File: src/rtl/mem_port_arbiter.sv
// rtl/mem_port_arbiter.sv - serialises burst transactions from uncache/dcache/icache onto one memory port
// Fixed priority 0 > 1 > 2 with an icache starvation guard; one burst in flight at a time.
module mem_port_arbiter #(
  parameter int STARVE_LIMIT = 8,
  parameter int LEN_W        = 4
) (
  input  logic               clk,
  input  logic               rst,
  input  logic [2:0]         req,
  input  logic [2:0]         we,
  input  logic [95:0]        addr,
  input  logic [3*LEN_W-1:0] len,
  input  logic [95:0]        wdata,
  input  logic [11:0]        wstrb,
  output logic [2:0]         gnt,
  output logic [2:0]         rvalid,
  output logic [2:0]         rlast,
  output logic [31:0]        rdata,
  output logic [2:0]         wready,
  output logic [2:0]         done,
  output logic               bus_req,
  output logic               bus_we,
  output logic [31:0]        bus_addr,
  output logic [LEN_W-1:0]   bus_len,
  input  logic               bus_addr_ok,
  input  logic               bus_rvalid,
  input  logic               bus_rlast,
  input  logic [31:0]        bus_rdata,
  output logic               bus_wvalid,
  output logic               bus_wlast,
  output logic [31:0]        bus_wdata,
  output logic [3:0]         bus_wstrb,
  input  logic               bus_wready,
  input  logic               bus_bvalid,
  output logic               busy,
  output logic               proto_err
);
  localparam int SW = $clog2(STARVE_LIMIT + 1);

  typedef enum logic [2:0] {IDLE, ADDR, RDATA, WDATA, WRESP} state_t;

  state_t           state_q, state_d;
  logic [1:0]       owner_q, owner_d, win;
  logic             we_q, we_d;
  logic [31:0]      addr_q, addr_d;
  logic [LEN_W-1:0] len_q, len_d, beat_q, beat_d;
  logic [SW-1:0]    starve_q, starve_d;
  logic             proto_q, proto_d;
  logic [2:0]       own_oh;

  // A saturated starve counter lets icache jump the fixed priority once.
  always_comb begin
    if (starve_q == SW'(STARVE_LIMIT) && req[2]) win = 2'd2;
    else if (req[0])                             win = 2'd0;
    else if (req[1])                             win = 2'd1;
    else                                         win = 2'd2;
  end

  assign own_oh    = 3'b001 << owner_q;
  assign rdata     = bus_rdata;
  assign bus_we    = we_q;
  assign bus_addr  = addr_q;
  assign bus_len   = len_q;
  assign bus_wdata = wdata[32*owner_q +: 32];
  assign bus_wstrb = wstrb[4*owner_q +: 4];
  assign busy      = (state_q != IDLE);
  assign proto_err = proto_q;

  always_comb begin
    state_d    = state_q;
    owner_d    = owner_q;
    we_d       = we_q;
    addr_d     = addr_q;
    len_d      = len_q;
    beat_d     = beat_q;
    starve_d   = starve_q;
    proto_d    = proto_q;
    gnt        = '0;
    rvalid     = '0;
    rlast      = '0;
    wready     = '0;
    done       = '0;
    bus_req    = 1'b0;
    bus_wvalid = 1'b0;
    bus_wlast  = 1'b0;
    case (state_q)
      IDLE: begin
        if (|req) begin
          gnt     = 3'b001 << win;
          owner_d = win;
          we_d    = we[win];
          addr_d  = addr[32*win +: 32];
          len_d   = len[LEN_W*win +: LEN_W];
          if (win == 2'd2)                                  starve_d = '0;
          else if (req[2] && starve_q != SW'(STARVE_LIMIT)) starve_d = starve_q + 1'b1;
          state_d = ADDR;
        end
      end
      ADDR: begin
        bus_req = 1'b1;
        if (bus_addr_ok) begin
          beat_d  = '0;
          state_d = we_q ? WDATA : RDATA;
        end
      end
      RDATA: begin
        if (bus_rvalid) begin
          rvalid = own_oh;
          beat_d = beat_q + 1'b1;
          if (bus_rlast) begin
            rlast   = own_oh;
            state_d = IDLE;
            if (beat_q != len_q) proto_d = 1'b1;
          end
        end
      end
      WDATA: begin
        bus_wvalid = 1'b1;
        bus_wlast  = (beat_q == len_q);
        if (bus_wready) begin
          wready = own_oh;
          beat_d = beat_q + 1'b1;
          if (bus_wlast) state_d = WRESP;
        end
      end
      WRESP: begin
        if (bus_bvalid) begin
          done    = own_oh;
          state_d = IDLE;
        end
      end
      default: state_d = IDLE;
    endcase
  end

  always_ff @(posedge clk or posedge rst) begin
    if (rst) begin
      state_q  <= IDLE;
      owner_q  <= '0;
      we_q     <= 1'b0;
      addr_q   <= '0;
      len_q    <= '0;
      beat_q   <= '0;
      starve_q <= '0;
      proto_q  <= 1'b0;
    end else begin
      state_q  <= state_d;
      owner_q  <= owner_d;
      we_q     <= we_d;
      addr_q   <= addr_d;
      len_q    <= len_d;
      beat_q   <= beat_d;
      starve_q <= starve_d;
      proto_q  <= proto_d;
    end
  end
endmodule

File: config.mk
export PLATFORM = sky130hd
export DESIGN_NAME = mem_port_arbiter
export DESIGN_NICKNAME = d
export VERILOG_FILES = /design/src/rtl/mem_port_arbiter.sv
export SDC_FILE = /design/constraint.sdc
export NUM_CORES = 1
export LEC_CHECK = 0
export CAP_MARGIN = 20
export CORE_AREA = 5 5 147 149
export CTS_CLUSTER_DIAMETER = 50
export DETAILED_ROUTE_END_ITERATION = 6
export DIE_AREA = 0 0 152 154
export PLACE_DENSITY = 0.62
export REMOVE_ABC_BUFFERS = 1
export SETUP_SLACK_MARGIN = 0.2
export SLEW_MARGIN = 20
export SYNTH_ARGS = -nofsm -noshare
export SYNTH_HDL_FRONTEND = slang
export SYNTH_SLANG_ARGS = --single-unit
File: constraint.sdc
create_clock -name clk -period 2.7 [get_ports clk]
set_clock_uncertainty 0.05 [all_clocks]
set_input_delay 0.81 -clock clk [delete_from_list [all_inputs] [get_ports clk]]
set_output_delay 0.81 -clock clk [all_outputs]
set_load 0.03 [all_outputs]
==> results, run 1 <==
- The flow ran to the end, and the final reports show no timing, DRC or antenna violations.
- Data arrives at the worst endpoint at 1700 ps.
- In this run the cell area of the synthesized design comes to 0.00441 mm^2.
- The routability congestion estimate from global placement is 0.898.
- The H-tree generated during clock tree synthesis spans 2 levels.
- Entering global routing, the biggest net connects 67 pins.
- Walking the worst path, the cells encountered are clkdlybuf4s50_1 > mux2i_1 > o21ai_1 > buf_4.
- The number of antenna violations at the first check in global routing is 3.
- The number of warning messages in the yosys log is 0.
- The worst setup path is captured at a primary output.
- The total of endpoints with negative setup slack in the final report is 0.
- The total leakage power is 3.86 nW.
- The global-route track usage on met3 is 7.98%.
- The first TritonRoute pass finished after 5 iterations.
- The final layout net count is 1,163.
- The category of the most critical setup path is primary input to primary output.
- The type of the tightest min-delay check is flip-flop to flip-flop.
- The synthesized flop and latch total is 51.
- The slew at the pin closest to its max-slew limit is 679 ps.
- In the final routed layout, each cell accounts on average for 18.8 um.
- Clock-pin slew was measured on the worst setup and hold paths at 70 ps.
- The total CTS buffers is 5.
- Summed over its instances, the top area cell type makes up 29.0% of the synthesized netlist area.
- The floorplan die area is 0.0234 mm^2.
- The number of antenna cells inserted is 0.
- The initial utilization of the core area, before any placement, comes to 22.0%.
- TritonCTS built the clock tree.
- The share of the yosys chip area belonging to registers is 29.0%.
- Hold timing on the final database bottoms out at a slack of 429 ps.
- The time the final worst path needs with I/O delays and setup is 2560 ps.
- The root cell of the clock tree is clkbuf_16.
- For this run, design rule violations remaining after detail routing come to 0.
- Counting every sink on the clock net gives 51.
- Setup slack on the critical path of the routed design comes to 143 ps.
- The total half-perimeter wirelength after legalization and detailed placement is 17.5 mm.
- For this run, the top clock speed supported by timing is 391 MHz.
- In this run the deepest clock path goes through 2 buffers.
- The standard cell core area is 0.0200 mm^2.
- The highest net fanout along the worst path is 1.
- The ratio of routed vias to standard cells is 4.65.
- The power density normalized to cell area is 885 mW/mm^2.
- The number of I/O pins is 386.
- The via count of the first global-routing pass was 5,135.
- Of all cell types, the one taking the most synthesized area is dfrtp_1.
- The via total after detailed routing is 5,440.
- Clock latency on the worst-skew pair, taken at its later pin, is 300 ps.
- Averaged over all synthesized cells, the footprint is 7.48 um^2.
- Cells fill 42.1% of the core in the end.
- Counting every instance in the synthesized netlist gives 589.
- The cell area after placement is 0.00778 mm^2.
- The number of maximum-capacitance constraint violations is 0.
- At the worst endpoint, the required time is 1840 ps.
- After synthesis, the most frequently instantiated cells are 79 x nand2_1, 79 x o21ai_0, 51 x dfrtp_1, 48 x nor2_1, 43 x inv_1.
- The quantity of hold-fixing buffers added after cts is 0.
- The detail route stage leaves a number of antenna-violating nets equal to 0.
- The area growth from synthesis to layout is 91.7%.
- The register-to-register path setup slack is 370 ps.
- Setup repair after global routing could not meet its margin everywhere.
- The hold violation count in the final report was 0.
- The power after layout is 7.47 mW.
- The horizontal extent of the die is 152 um.
- The initial detailed-routing violation count is 208.
- The most used routing layer is met2.
- The number of synthesized flops with an enable pin is 0.
- The worst path uses 94.7% of the clock period.
- The floorplan die height is 154 um.
- Counting flops with an async set or reset pin after synthesis yields a share of 100%.
- STA classifies the critical path startpoint as a primary input.
- The post-route netlist has 18.7% of its cells at a drive strength greater than 1.
- The max-slew violation count came to 0.
- The number of cell rows is 52.
- Ranked by total cell area, the synthesized netlist is headed by dfrtp_1 29%, o21ai_0 9.0%, mux2i_1 8.4%.
- OpenSTA, run right after detailed placement, puts the worst setup slack at -255 ps.
- Summing all non-filler instances in the final layout gives an area of 0.00844 mm^2.
- After detailed routing, the total wire length is 22.0 mm.
- The first global-routing pass estimated 31.5 mm of wire.
- The worst-case headroom to the max-slew limit is 54.7%.
- The global-route congestion overflow total is 0.
- Yosys mapped the design onto 46 distinct sky130hd cell types.
- The largest individual stage delay along the critical path comes from the cell clkdlybuf4s50_1.
- For met1 alone, demand over resource in global routing was 19.7%.
- For this run, the total global-route usage over all layers was measured as 17.2%.
- The most used flip-flop cell after synthesis is dfrtp_1.
- The largest stage delay on the critical path is 460 ps.
- The global routing met2 resource utilization is 29.8%.
- During placement, the flow inserted port buffers numbering 321.
- The maximum VDD drop is 0.327 mV.
kinds of logic (layout without fill, tap and decap cells):
group | count (synthesis) | after routing | share of synthesized area [%]
compound gates | 171 | 171 | 24.7
xor+xnor | 5 | 5 | 0.994
fa+ha+maj | 3 | 3 | 0.852
buf+inv | 129 | 439 | 14.3
flops | 51 | 51 | 29.0
mux | 40 | 40 | 9.26
simple gates | 190 | 190 | 20.9
path summary, 6_finish.rpt:
| path | endpoint | cells after the start | startpoint |
|---|---|---|---|
| worst max-delay path | bus_wdata[7] | 4 | wdata[71] |
| worst min-delay path | bus_addr[17] | 2 | bus_addr[17] |
| worst max register to register | bus_addr[27] | 12 | starve_q[1] |
| worst min register to register | bus_addr[17] | 2 | bus_addr[17] |
| max in group asynchronous | state_q[0] | 3 | rst |
| min in group asynchronous | bus_addr[21] | 2 | rst |
what timing repair did:
item,in CTS,in global routing
pin swaps,14,19
cloned,1,1
hold endpoints to repair,0,0
buffers inserted,8,22
endpoints found under the setup margin,72,61
gates resized for setup,57,91
critical path: cells and delay by family:
kind | cells | cell delay [ps]
AO/OA/AOI/OAI | 1 | 170
buffers and inverters | 2 | 650
multiplexers | 1 | 70
stage by stage:
stage / instances / TNS [ps]
after floorplan: 504 / -115500
after global placement: 1130 / -3180
after detailed placement: 1130 / -4270
after CTS: 1146 / 0
after global routing: 1169 / 0
final: 1169 / 0
power breakdown:
part           internal, mW  switching (mW)
Combinational          2.47            2.93
Sequential             1.13           0.268
Clock                 0.368           0.297
Total                  3.97            3.50
metal layers:
layer / share of wire, % / wire length, um
met5: 0 / 0
met4: 1.5 / 337
met3: 11 / 2370
met2: 49 / 10800
met1: 39 / 8510
placed cells by master (no fill, tap or decap), types with 6 or more instances in the layout:
master	count
clkdlybuf4s50_1	207
buf_4	96
nand2_1	74
dfrtp_1	47
nor2_1	45
o21ai_0	43
inv_1	41
nand3b_1	36
o221ai_1	35
mux2i_1	35
dlymetal6s2s_1	34
o21ai_1	32
a31oi_1	31
dlygate4sd2_1	23
buf_12	14
buf_6	7
clkbuf_16	6
cell type report:
class | count | area (um^2)
Clock buffer | 6 | 139
Clock inverter | 1 | 8.76
Fill cell | 2043 | 11600
Inverter | 44 | 165
Multi-Input combinational cell | 409 | 2630
Sequential cell | 51 | 1280
Tap cell | 270 | 338
Timing Repair Buffer | 388 | 3880
flip-flops by register name, summed over array words and instances (netlist names):
register and flops:
beat_q 4, bus_addr 32, bus_len 4, bus_we 1
owner_q 2, proto_err 1, starve_q 4, state_q 3
Power figures use the tool's default switching activity.
==> run 2: changes to the inputs <==
GPL_TIMING_DRIVEN = 0   (was unset)
==> run 2 against run 1 <==
Against the previous run:
- final area grew 0.70%
- worst setup slack gained 4.3 ps
- global-route usage grew 1.5 points
- final cell count shrank 0.68%
==> results, run 2 (synthesized netlist as in run 1, its figures left out) <==
- In the final timing run, aggregate negative setup slack is 0 ps.
- The type of the tightest min-delay check is flip-flop to flip-flop.
- The most critical setup path has its startpoint at req[1].
- The first-pass iteration count of the detailed router is 4.
- From left edge to right edge, the die measures 152 um.
- The number of flip-flops under the largest register name is 32.
- The peak clock frequency supported by timing is 392 MHz.
- The register area is 0.00129 mm^2.
- The critical path is of the primary input to primary output type.
- The clock latency at the later pin of the worst-skew pair is 300 ps.
- The uppermost layer routed is met4.
- The signal on the critical path passes through buf_16 > or3_4 > nand2_8 > nor2b_4 > buf_6.
- In this run, CTS created clock tree buffers numbering 5.
- Global routing consumed, over all layers together, 18.7% of the routing resources.
- After floorplanning, the core was sized to cover 0.0200 mm^2.
- STA puts the critical path data arrival time at 1690 ps.
- The number of hold buffers added after CTS was 0.
- In the routed layout, each cell is associated on average with a via count of 4.80.
- The final wirelength is 25.0 mm.
- The total leakage power is 3.91 nW.
- The max-slew violation count is 0.
- The slew at the pin closest to its max-slew limit is 695 ps.
- For this design the ratio of total power to cell area is 902 mW/mm^2.
- Summing all multi-input logic gate instances after layout gives 0.00274 mm^2.
- Across all hold checks on the routed design, the worst slack comes to 431 ps.
- Setup repair after global routing could not meet its margin everywhere.
- The capturing element type of the critical path is a primary output.
- Overall power consumption after layout is estimated at 7.67 mW.
- The maximum number of pins on one net before global-route repair is 77.
- The first global-routing pass estimated 33.6 mm of wire.
- The number of maximum-capacitance constraint violations is 0.
- The time the final worst path needs with I/O delays and setup is 2550 ps.
- Routability-driven placement finished with a final weighted congestion of 0.904.
- Fill cells in the final layout number 2,051.
- The number of antenna violations at the first check in global routing is 8.
- The worst-case headroom to the max-slew limit is 53.7%.
- The starting utilization of the core area is 22.0%.
- Setup violations remaining at the end of the flow were counted as 0.
- After detailed routing, the number of remaining DRC violations is 0.
- In this run the worst path has a maximum fanout of 19.
- The cell sitting at the root of the clock tree is a clkbuf_16.
- The met3 wirelength from detailed routing is 2.28 mm.
- The floorplan die area is 0.0234 mm^2.
- After detailed routing, the met2 layer carries 12.1 mm of wire.
- The hold violation count in the final report is 0.
- The global-route congestion overflow total is 0.
- In this run the most critical hold path is launched from bus_addr[13].
- STA classifies the critical path startpoint as a primary input.
- The family with the most delay on the worst path is simple AND/OR/NAND/NOR gates.
- The maximum VDD drop is 0.323 mV.
- The average detailed-routed wire length per instance is 21.5 um.
- The area growth from synthesis to layout is 93.0%.
- The flow ran to the end, and the final reports show no timing, DRC or antenna violations.
- For this design the top-level I/O count stands at 386.
- The initial detailed-routing violation count is 264.
- In this run the tool buffered the top-level ports with 321 buffer cells.
- In the final routing, the length of wire on met1 measures 9.88 mm.
- TritonCTS built the clock tree.
- The final layout net count is 1,151.
- The part of the cycle the worst path needs is 94.5%.
- The required time of the worst setup path is 1840 ps.
- The clock sink total is 51.
- In this run the number of H-tree levels came out at 2.
- On the critical path, the stage with the largest delay is an instance of or3_4.
- The via count of the first global-routing pass is 5,299.
- The floorplan die height is 154 um.
- The residual antenna-violating net count after detailed routing is 0.
- After legalization and detailed placement, the total HPWL measured 16.9 mm.
- Counting along the longest clock path gives a buffer depth of 2.
- The library cell used most frequently in the layout, excluding fill and tap cells, is clkdlybuf4s50_1.
- In the layout the commonest cells are 187 x clkdlybuf4s50_1, 68 x buf_4, 59 x nand2_1.
- The largest single stage delay on the critical path is 440 ps.
- Counting both buffers and inverters, the worst setup path holds a total of 2.
- The post-route netlist has 20.6% of its cells at a drive strength greater than 1.
- The number of cell rows is 52.
- The clock slew at the register clock pins of the worst setup and hold paths is 60 ps.
- The worst register-to-register path begins at starve_q[0].
- The via total after detailed routing is 5,576.
## run 2: cell types whose count changed in the layout (fill, tap and decap cells not counted), moves of 10 or more
cell / before / now
o21ai_1: 32 / 22
clkdlybuf4s50_1: 207 / 187
buf_4: 96 / 68
dlygate4sd2_1: 23 / 38
nand2_2: 3 / 17
o21ai_2: 5 / 15
nand2_1: 74 / 59
## run 2: layer usage
| layer | GRT usage [%] | vias to the layer above |
|---|---|---|
| met5 | 0 | - |
| met4 | 5.69 | 0 |
| met3 | 7.81 | 38 |
| met2 | 32.1 | 305 |
| met1 | 21.2 | 2576 |
| li1 | - | 2657 |
## run 2: timing repair
action	in CTS	in global routing
endpoints found under the setup margin	83	40
gates cloned	4	6
pin swaps	28	38
setup buffers	33	5
gates resized for setup	475	93
## run 2: area by class of cell
type                       count  share of cell area (%)
clock buffer                   6                    1.63
antenna                        4                   0.118
tap                          270                    3.97
sequential                    51                    15.1
clock inverter                 1                   0.103
inverter                      44                    1.97
timing repair buffer         373                    44.8
multi-input combinational    412                    32.2
## run 2: path summary, 6_finish.rpt
path,depth (start not counted),to,slack (ps)
min in group asynchronous,2,bus_addr[27],920
worst max register to register,12,bus_addr[10],330
worst min-delay path,2,bus_addr[13],430
worst min register to register,2,bus_addr[13],430
max in group asynchronous,2,owner_q[0],1150
worst max-delay path,5,gnt[2],150
## run 2: power breakdown
group | leakage [nW] | internal (mW) | switching [mW]
Clock | 0.0734 | 0.368 | 0.302
Combinational | 3.21 | 2.41 | 3.20
Sequential | 0.625 | 1.14 | 0.251
## run 2: per-stage QoR
stage               utilization [%]  area, um^2  instances  setup slack [ps]
finish                         42.4        8500       1161               147
global route                   42.4        8500       1160               137
CTS                            40.3        8070       1146              31.4
detailed placement             37.9        7590       1102             -1580
global placement               37.4        7490       1095             -5350
floorplan                         -        3940        504             -2620
## run 2: worst reg2reg max path, delay by kind of cell (launching register included)
family / cells / cell delay, ps
buf+inv: 7 / 1050
compound gates: 3 / 460
flops: 1 / 360
fa+ha+maj: 1 / 190
simple gates: 1 / 150
==> run 3: changes to the inputs <==
CORE_AREA = 2 2 148 150   (was 5 5 147 149)
CTS_CLUSTER_SIZE = 28   (was unset)
DIE_AREA = 0 0 150 152   (was 0 0 152 154)
PLACE_DENSITY = 0.59   (was 0.62)
==> run 3 against run 2 <==
Against the previous run:
- utilization down 2.1 points
- first-iteration DRC count down 24%
- critical path depth up 1
- sequential share of layout area down 0.19 points
- sequential power up 4%
- combinational power down 2%
- largest power group unchanged
- worst setup slack worse by 23 ps
- register-to-register slack better by 40 ps
- clock power up 0.7%
- count of clock-buffer cells in the layout unchanged
- via count up 0.36%
==> results, run 3 (synthesized netlist as in run 1, its figures left out) <==
- The number of antenna violations at the first check in global routing came to 8.
- STA classifies the critical path startpoint as a primary input.
- The depth of the worst register-to-register path is 13.
- The capturing element type of the critical path is a primary output.
- The first-pass iteration count of the detailed router is 6.
- In this run the vertical extent of the chip is 152 um.
- 386 I/O pins were placed.
- The number of buffers between clock root and the deepest sink is 2.
- In this run the clock root is driven by a clkbuf_16.
- The total of endpoints with negative setup slack in the final report is 0.
- The maximum VDD drop is 0.331 mV.
- The number of flip-flops under the largest register name is 32.
- Across the run, the number of max-cap violations was 0.
- For this block, the routed nets add up to 23.3 mm of wire.
- The part of the cycle the worst path needs is 95.4%.
- The worst register-to-register path ends at bus_addr[20].
- The sum of negative setup slack is 0 ps.
- The global-route wire length before repair is 32.8 mm.
- The final cell utilization of the core is 40.3%.
- The run finished with clean final reports.
- The power after layout is 7.63 mW.
- The critical path capture point is gnt[2].
- In the routed design, unresolved DRC markers number 0.
- The power spent charging and discharging nets is 3.67 mW.
- After clock tree synthesis, the clock-pin slew on the worst setup and hold paths is 70 ps.
- The average detailed-routed wire length per instance is 19.7 um.
- The via count of the first global-routing pass is 5,401.
- Summing over every cut layer, the via total after detailed routing is 5,596.
- The switching share of total power is 48.1%.
- The category of the most critical setup path is primary input to primary output.
- Leaving out fill and tap cells, the most frequent cells in the layout are 199 x clkdlybuf4s50_1, 72 x buf_4, 60 x nand2_1.
- The share of total power dissipated in the clock network is 8.9%.
- The internal portion of the total power is 3.96 mW.
- The global-route usage over all layers is 19.2%.
- For this design the ratio of total power to cell area is 886 mW/mm^2.
- The clock net in this run drives a total of 51 sinks.
- The total overflow left after global routing is 0.
- The proportion of layout cells with a drive suffix above 1 is 21.8%.
- The area growth from synthesis to layout is 95.4%.
- The relative contribution of combinational cells to total power is 72.1%.
- The die covers 0.0228 mm^2.
- The detail route stage leaves a number of antenna-violating nets equal to 0.
- The finished layout holds 1,179 standard cells, fillers aside.
- The starting utilization of the core area is 20.6%.
- The register share of total power is 19.0%.
- The hold violation count in the final report is 0.
- In this run the critical register-to-register path is launched from starve_q[0].
- Entering global routing, the biggest net connects 74 pins.
- The later pin in the worst-skew pair is clocked with a latency of 300 ps.
- After detailed routing, the number of vias per cell comes to 4.75.
- The final layout net count is 1,160.
- TritonCTS built the clock tree.
- The core region is 0.0214 mm^2.
- The required time of the worst setup path is 1840 ps.
- Detailed placement ended at an HPWL of 16.3 mm.
- The number of port buffers is 321.
- Leaving out fill and tap cells, the most frequent cell in the layout is clkdlybuf4s50_1.
- The analysis attributes to cell leakage a power of 3.80 nW.
- The slew at the pin closest to its max-slew limit is 440 ps.
- Setup repair after global routing could not meet its margin everywhere.
- The time the final worst path needs with I/O delays and setup is 2580 ps.
- The number of cell rows is 54.
- The data arrival time of the worst path is 1720 ps.
- The horizontal extent of the die is 150 um.
- The clock tree synthesis step divided the H-tree into 2 levels.
- At the end of routability-driven placement, the weighted congestion stood at 0.784.
- The total CTS buffers is 5.
- The first routing iteration left 201 violations.
- The peak clock frequency supported by timing is 388 MHz.
- Buffers inserted to repair hold after CTS numbered 0.
- The type of the tightest min-delay check is flip-flop to flip-flop.
- After detailed placement, the design holds a cell count of 1,115.
- Along the worst path, the maximum fanout reaches 4.
- The most critical setup path has its startpoint at req[0].
- In this run the register-to-register setup slack is 370 ps.
- The max-slew violation count came to 0.
- The worst-case headroom to the max-slew limit is 70.6%.
-- run 3: per-layer routing --
metal  routed length (um)  vias to the layer above  GRT usage (%)
met1                 8450                     2570           20.5
li1                     -                     2673              -
met2                11300                      306           33.5
met5                   85                        -           2.17
met3                 2670                       43           8.95
met4                  798                        4           5.53
-- run 3: cell type report --
type                    count  area [um^2]
fillers                  2187        12700
repair buffers            384         3870
multi-input cells         410         2780
flip-flops and latches     51         1290
well taps                 280          350
inverters                  44          168
clock buffers               6          139
clock inverters             1         8.76
diodes                      3         7.51
-- run 3: timing repair --
action	CTS	global route
setup endpoints to repair	90	38
gates cloned	3	3
pin swaps	31	30
buffers inserted	33	15
gates resized for setup	487	76
-- run 3: worst min-delay path by stage --
stage                             from      endpoint  slack (ps)  cells after the start
after global placement     bus_addr[4]   bus_addr[4]         410                      2
after global routing      bus_addr[10]  bus_addr[10]         450                      2
after detailed placement  bus_addr[26]  bus_addr[26]         420                      2
final                     bus_addr[28]  bus_addr[28]         430                      2
after floorplan              beat_q[0]     beat_q[0]         470                      1
after CTS                 bus_addr[28]  bus_addr[28]         440                      2
-- run 3: stage by stage --
step                      area, um^2  setup slack [ps]  hold slack, ps
final                           8610               124             428
after global routing            8610              95.6             451
after CTS                       8200              92.6             437
after detailed placement        7690             -1610             420
after global placement          7500             -5870             410
after floorplan                 3940             -2620             465
-- run 3: power by group through the flow --
stage	registers, mW	logic, mW	clock network (mW)
final	1.45	5.50	0.675
after global routing	1.50	5.87	0.730
after CTS	1.46	5.12	0.704
after detailed placement	1.64	4.48	0
after global placement	1.62	4.44	0
after floorplan	2.07	1.91	0
-- run 3: critical path: stages --
cell and delay [ps]:
buf_12 110, buf_16 130, or3_4 400, nand2_8 90, nor2b_4 40, buf_6 130
